$ cat src/rtl/firc_pkg.sv
// Shared widths, types and helpers for the complex FIR filter input feeder.
package firc_pkg;

  localparam int COEF_W    = 27;
  localparam int SAMP_W    = 24;
  localparam int ADDR_W    = 5;
  localparam int NCOEF_DEF = 15;
  localparam int TBL_SIZE  = 1 << ADDR_W;

  typedef enum logic [1:0] {
    IDLE   = 2'd0,
    LOAD   = 2'd1,
    GAP    = 2'd2,
    STREAM = 2'd3
  } feeder_state_t;

  typedef struct packed {
    logic [SAMP_W-1:0] i;
    logic [SAMP_W-1:0] q;
  } samp_t;

  typedef struct packed {
    logic [COEF_W-1:0] i;
    logic [COEF_W-1:0] q;
  } coef_t;

  // Address 0 and anything past the last loaded coefficient are not part of the table.
  function automatic logic addr_in_table(input logic [ADDR_W-1:0] addr,
                                         input logic [ADDR_W-1:0] last);
    return (addr != '0) && (addr <= last);
  endfunction

endpackage

$ cat src/rtl/firc_sfifo.sv
// Synchronous sample FIFO; head is the oldest entry, visible one cycle after the write.
module firc_sfifo
  import firc_pkg::*;
#(
  parameter int DEPTH = 8
) (
  input  logic              Clk,
  input  logic              Reset,
  input  logic              push,
  input  logic              pop,
  input  logic [SAMP_W-1:0] din_i,
  input  logic [SAMP_W-1:0] din_q,
  output logic [SAMP_W-1:0] head_i,
  output logic [SAMP_W-1:0] head_q,
  output logic              full,
  output logic              empty
);

  localparam int PW = $clog2(DEPTH);
  localparam int CW = PW + 1;
  localparam logic [PW-1:0] PTR_ONE  = PW'(1);
  localparam logic [CW-1:0] CNT_ONE  = CW'(1);
  localparam logic [CW-1:0] CNT_FULL = CW'(DEPTH);

  samp_t         mem_r [DEPTH];
  logic [PW-1:0] wr_ptr_r;
  logic [PW-1:0] rd_ptr_r;
  logic [CW-1:0] count_r;
  logic          push_ok_s;
  logic          pop_ok_s;
  samp_t         head_s;

  assign full      = (count_r == CNT_FULL);
  assign empty     = (count_r == '0);
  assign push_ok_s = push && !full;
  assign pop_ok_s  = pop && !empty;
  assign head_s    = mem_r[rd_ptr_r];
  assign head_i    = head_s.i;
  assign head_q    = head_s.q;

  // Storage, power-of-two pointers that wrap naturally, and occupancy count
  always_ff @(posedge Clk) begin
    if (Reset) begin
      wr_ptr_r <= '0;
      rd_ptr_r <= '0;
      count_r  <= '0;
      for (int e = 0; e < DEPTH; e++) begin
        mem_r[e] <= '0;
      end
    end else begin
      if (push_ok_s) begin
        mem_r[wr_ptr_r] <= {din_i, din_q};
        wr_ptr_r        <= wr_ptr_r + PTR_ONE;
      end
      if (pop_ok_s) begin
        rd_ptr_r <= rd_ptr_r + PTR_ONE;
      end
      case ({push_ok_s, pop_ok_s})
        2'b10:   count_r <= count_r + CNT_ONE;
        2'b01:   count_r <= count_r - CNT_ONE;
        default: count_r <= count_r;
      endcase
    end
  end

endmodule

$ cat src/rtl/firc_feeder.sv
// Replays the host coefficient table to the FIR filter as a PushCoef burst on Start,
// then streams buffered I/Q samples over the PushIn/StopIn handshake.
module firc_feeder
  import firc_pkg::*;
#(
  parameter int NCOEF      = NCOEF_DEF,
  parameter int FIFO_DEPTH = 8
) (
  input  logic              Clk,
  input  logic              Reset,
  input  logic              CfgWe,
  input  logic [ADDR_W-1:0] CfgAddr,
  input  logic [COEF_W-1:0] CfgI,
  input  logic [COEF_W-1:0] CfgQ,
  input  logic              Start,
  input  logic              SrcValid,
  output logic              SrcReady,
  input  logic [SAMP_W-1:0] SrcI,
  input  logic [SAMP_W-1:0] SrcQ,
  output logic              PushCoef,
  output logic [ADDR_W-1:0] CoefAddr,
  output logic [COEF_W-1:0] CoefI,
  output logic [COEF_W-1:0] CoefQ,
  output logic              PushIn,
  input  logic              StopIn,
  output logic [SAMP_W-1:0] SampI,
  output logic [SAMP_W-1:0] SampQ,
  output logic              Busy,
  output logic              CoefDone
);

  localparam logic [ADDR_W-1:0] ADDR_ONE  = ADDR_W'(1);
  localparam logic [ADDR_W-1:0] LAST_ADDR = ADDR_W'(NCOEF);

  feeder_state_t     state_r;
  coef_t             table_r [TBL_SIZE];
  coef_t             coef_r;
  logic [ADDR_W-1:0] coef_addr_r;
  logic [ADDR_W-1:0] next_addr_s;
  logic              push_coef_r;
  logic              busy_r;
  logic              coef_done_r;
  logic              fifo_full_s;
  logic              fifo_empty_s;
  logic              push_in_s;

  assign next_addr_s = coef_addr_r + ADDR_ONE;

  // Host coefficient table; the burst reads it at the same edge, so a colliding write shows up next burst
  always_ff @(posedge Clk) begin
    if (Reset) begin
      for (int a = 0; a < TBL_SIZE; a++) begin
        table_r[a] <= '0;
      end
    end else if (CfgWe && addr_in_table(CfgAddr, LAST_ADDR)) begin
      table_r[CfgAddr] <= {CfgI, CfgQ};
    end
  end

  // Sequencer: burst of NCOEF coefficients, one quiet cycle, then sample streaming
  always_ff @(posedge Clk) begin
    if (Reset) begin
      state_r     <= IDLE;
      push_coef_r <= 1'b0;
      coef_addr_r <= '0;
      coef_r      <= '0;
      busy_r      <= 1'b0;
      coef_done_r <= 1'b0;
    end else begin
      case (state_r)
        IDLE, STREAM: begin
          if (Start) begin
            state_r     <= LOAD;
            push_coef_r <= 1'b1;
            coef_addr_r <= ADDR_ONE;
            coef_r      <= table_r[1];
            busy_r      <= 1'b1;
            coef_done_r <= 1'b0;
          end
        end
        LOAD: begin
          if (coef_addr_r == LAST_ADDR) begin
            state_r     <= GAP;
            push_coef_r <= 1'b0;
          end else begin
            coef_addr_r <= next_addr_s;
            coef_r      <= table_r[next_addr_s];
          end
        end
        GAP: begin
          state_r     <= STREAM;
          busy_r      <= 1'b0;
          coef_done_r <= 1'b1;
        end
        default: begin
          state_r     <= IDLE;
          push_coef_r <= 1'b0;
          busy_r      <= 1'b0;
          coef_done_r <= 1'b0;
        end
      endcase
    end
  end

  // StopIn gates the push in the same cycle, leaving the head untouched
  assign push_in_s = (state_r == STREAM) && !fifo_empty_s && !StopIn;

  assign SrcReady = !fifo_full_s && !Reset;
  assign PushIn   = push_in_s;
  assign PushCoef = push_coef_r;
  assign CoefAddr = coef_addr_r;
  assign CoefI    = coef_r.i;
  assign CoefQ    = coef_r.q;
  assign Busy     = busy_r;
  assign CoefDone = coef_done_r;

  firc_sfifo #(
    .DEPTH(FIFO_DEPTH)
  ) u_fifo (
    .Clk   (Clk),
    .Reset (Reset),
    .push  (SrcValid),
    .pop   (push_in_s),
    .din_i (SrcI),
    .din_q (SrcQ),
    .head_i(SampI),
    .head_q(SampQ),
    .full  (fifo_full_s),
    .empty (fifo_empty_s)
  );

endmodule

$ cat config.mk
export PLATFORM = sky130hd
export DESIGN_NAME = firc_feeder
export DESIGN_NICKNAME = d
export VERILOG_FILES = /design/src/rtl/firc_pkg.sv /design/src/rtl/firc_sfifo.sv /design/src/rtl/firc_feeder.sv
export SDC_FILE = /design/constraint.sdc
export NUM_CORES = 2
export LEC_CHECK = 0
export ABC_AREA = 1
export CAP_MARGIN = 15
export CORE_MARGIN = 3
export CORE_UTILIZATION = 56
export DETAILED_ROUTE_END_ITERATION = 16
export HOLD_SLACK_MARGIN = 0.03
export PLACE_DENSITY = 0.81
export SLEW_MARGIN = 10
export SYNTH_ARGS = -nofsm -noshare
export SYNTH_HDL_FRONTEND = slang
export SYNTH_HIERARCHICAL = 1
export SYNTH_SLANG_ARGS = --single-unit
$ cat constraint.sdc
create_clock -name Clk -period 4.9 [get_ports Clk]
set_input_delay 0.735 -clock Clk [delete_from_list [all_inputs] [get_ports Clk]]
set_output_delay 0.735 -clock Clk [all_outputs]
set_load 0.005 [all_outputs]
==> results.py <==
metrics = {
    "sta": {
        "finClkSkew_ps": 77.68,
        "min_period_ps": 4153,
        "tns_ps": 0,
        "hold_viol": 0,
        "drv_slew": 0,
        "period_share_pct": 84.75,
        "setup_violations": 0,
        "worstMarginPinSlew_ps": 1090,
        "timing.fmax_mhz": 240.8,
        "rsz0062_at_grt": "no",
        "relSlewSlack_pct": 27.05,
    },
    "power": {
        "leakage_nw": 48.96,
        "ir_worst_vdd_mv": 0.5527,
        "power.density_nw_per_um2": 463.9,
    },
    "floorplanning": {
        "ios": 225,
        "rows": 153,
        "start_util_pct": 56.39,
        "die_w_um": 424.6,
        "core_um2": 174000,
        "die_y_um": 424.6,
        "dieArea_um2": 180300,
    },
    "cts": {
        "cts_setup_buffers": 0,
        "cts_buffer_depth": 3,
        "root_buffer": "clkbuf_16",
        "cts_tree": "yes",
        "numCtsBuffers": 215,
        "htreeDepth": 4,
        "clk_latency_ps": 870,
        "clk_pin_slew_ps": 60,
        "ctsResizeCount": 0,
        "ctsHoldBuffers": 0,
        "cts_sinks": 2189,
    },
    "drt": {
        "post-route-drc-count": 0,
        "wl_per_cell_um": 18.72,
        "via_per_inst": 5.411,
        "antenna_left": 0,
        "wl_um": 254200,
        "first_pass_iters": 6,
        "drt_iter0_drc": 8858,
        "via_count": 73475,
    },
    "setup_path": {
        "arrival_ps": 3420,
        "worstSetupPathType": "reg2out",
        "reg2reg_from": "CoefAddr[0]",
        "worst_setup_path_start_kind": "flop",
        "critPathCaptureType": "output pin",
        "cp.required_ps": 4160,
        "crit_fanout": 192,
    },
    "yosys": {
        "ys.flop_type": "edfxtp_1",
        "ys_ff_latch": 2189,
        "synth_cell_type_count": 32,
        "syn_area_per_cell_um2": 9.568,
        "netlist_area_um2": 98130,
        "synth_edf_count": 2112,
        "async_flop_share_pct": 0,
        "synthCells": 10256,
        "yosysSeqAreaShare_pct": 66.20,
        "synth_area_leader_cell": "edfxtp_1",
        "ys.warnings.count": 6,
        "synth_top_area_share_pct": 64.63,
        "ys_top_cells_by_area": "edfxtp_1 65%, nand2_1 12%, nand3_1 5.7%, nor2_1 5.3%, inv_1 4.3%",
    },
    "status": {
        "status": "completed",
    },
    "global_route": {
        "antenna_found_initial": 10,
        "grt_pass1_vias": 73722,
        "grt_remaining_overflow": 0,
        "grt_max_degree": 193,
        "grt_pass1_wl_um": 393600,
        "grtUsageTotal_pct": 27.89,
    },
    "worst_hold_path": {
        "holdCritPathClass": "in2reg",
        "min-delay-start": "Reset",
    },
    "finish": {
        "nets": 11187,
        "layout-drive-gt1-share_pct": 4.623,
        "final_cells": 13578,
        "fin_util_pct": 64.70,
        "fillCellCount": 12856,
        "area_growth_pct": 14.73,
    },
    "placement": {
        "dp_hpwl_um": 141200,
        "gp_congestion": 0.8625,
        "dp.cells": 13170,
        "port_buffers": 224,
    },
    "job": {
        "cap_violations": 0,
    },
}
[Yosys cell counts, types with 2 or more instances]
cell type,number
nand4_1,2
nor3_1,271
buf_6,3
dfxtp_1,77
ha_1,11
nor2_1,1398
nor3_2,20
or2_2,2
xor2_2,3
edfxtp_1,2112
inv_1,1120
inv_2,8
o21ai_0,223
buf_1,38
buf_2,201
nand2_1,3037
o21ai_1,26
o211ai_1,10
buf_4,8
nand3_1,1112
nand3_2,2
clkbuf_1,438
a21oi_1,125
[cell usage in the layout (no fill, tap or decap), drive strengths merged]
| cell | synthesis | routed |
|---|---|---|
| nor3b | 1 | 1 |
| a22oi | 1 | 1 |
| nor2 | 1398 | 1398 |
| a21oi | 125 | 125 |
| xor2 | 4 | 4 |
| clkinv | 0 | 85 |
| clkbuf | 438 | 291 |
| xnor2 | 2 | 2 |
| nand4 | 2 | 2 |
| or2 | 2 | 2 |
| nor3 | 291 | 291 |
| ha | 11 | 11 |
| nand3 | 1114 | 1114 |
| diode | 0 | 6 |
| o211a | 1 | 1 |
| conb | 1 | 918 |
| o21ai | 249 | 249 |
| nand2 | 3037 | 3037 |
| dfxtp | 77 | 77 |
| edfxtp | 2112 | 2112 |
| clkdlybuf4s50 | 0 | 223 |
| inv | 1128 | 1132 |
| o211ai | 10 | 10 |
| a2111oi | 1 | 1 |
| clkinvlp | 0 | 8 |
| bufinv | 0 | 14 |
| buf | 250 | 137 |
| fa | 1 | 1 |
[worst max-delay path: stages (launching register included)]
cell and delay, ps:
dfxtp_4 380, buf_12 540, nor2_1 110, nor2_1 160, o21ai_0 160, nand2_1 120
nand2_1 50, nand2_1 250, clkdlybuf4s50_1 550
[final timing paths]
kind                        end  slack [ps]  cells past startpoint
setup / recovery       SampQ[0]         750                      8
hold / removal    table_r[0][5]         320                      1
setup reg to reg      CoefI[11]        1410                     11
hold reg to reg        PushCoef         510                      2
[final cells by class]
class	count	area [um^2]	share of cell area, %
Tap cell	2325	2909	2.584
Inverter	1128	4254	3.778
Clock inverter	111	1090	0.9680
Clock buffer	291	5797	5.149
Sequential cell	2189	64970	57.71
Multi-Input combinational cell	7168	29740	26.42
Timing Repair Buffer	360	3806	3.381
Antenna cell	6	15.01	0.01334
[per-layer routing]
layer / track usage, % / vias to the layer above / wire length, um
met1: 32.98 / 34452 / 88110
li1: - / 33908 / -
met4: 17.45 / 8 / 15580
met3: 4.354 / 890 / 24010
met5: 0 / - / 55
met2: 47.79 / 4217 / 126500
[power breakdown]
part / internal, mW / total (mW) / switching [mW]
Clock: 9.05 / 16.2 / 7.10
Sequential: 21.9 / 22.5 / 0.613
Combinational: 4.06 / 13.5 / 9.46
Total: 35.0 / 52.2 / 17.2
[sequential cells by signal, summed over array words and instances (netlist names), named ones only]
register and flops:
u_fifo/mem_r 384, table_r 1728, CoefI 27, u_fifo/wr_ptr_r 3
CoefQ 27, state_r 2, CoefDone 1, u_fifo/rd_ptr_r 3
u_fifo/count_r 4, PushCoef 1, Busy 1, CoefAddr 5
[through the flow]
| stage | total power, mW | instance area [um^2] | worst slack (ps) | hold slack [ps] |
|---|---|---|---|---|
| 3_5_place_dp | 36.08 | 105700 | 1116 | 492.3 |
| 2_1_floorplan | 31.76 | 101600 | -188.7 | 459.9 |
| 5_1_grt | 54.61 | 112600 | 606.6 | 272.1 |
| 6_report | 52.23 | 112600 | 747.4 | 317.8 |
| 4_1_cts | 52.18 | 112600 | 725.1 | 248.2 |
| 3_3_place_gp | 35.67 | 105700 | 1233 | 473.4 |
[cells by family after synthesis]
logic type | Yosys count | share of synthesized area (%)
adders and majority gates | 12 | 0.1607
and+or+nand+nor | 5845 | 24.28
xor gates and xnor gates | 6 | 0.08417
buffers and inverters | 1816 | 7.256
DFF | 2189 | 66.20
other | 1 | 0.003822
AOI/OAI and AO/OA | 387 | 2.017
(Power assumes the default switching activity.)
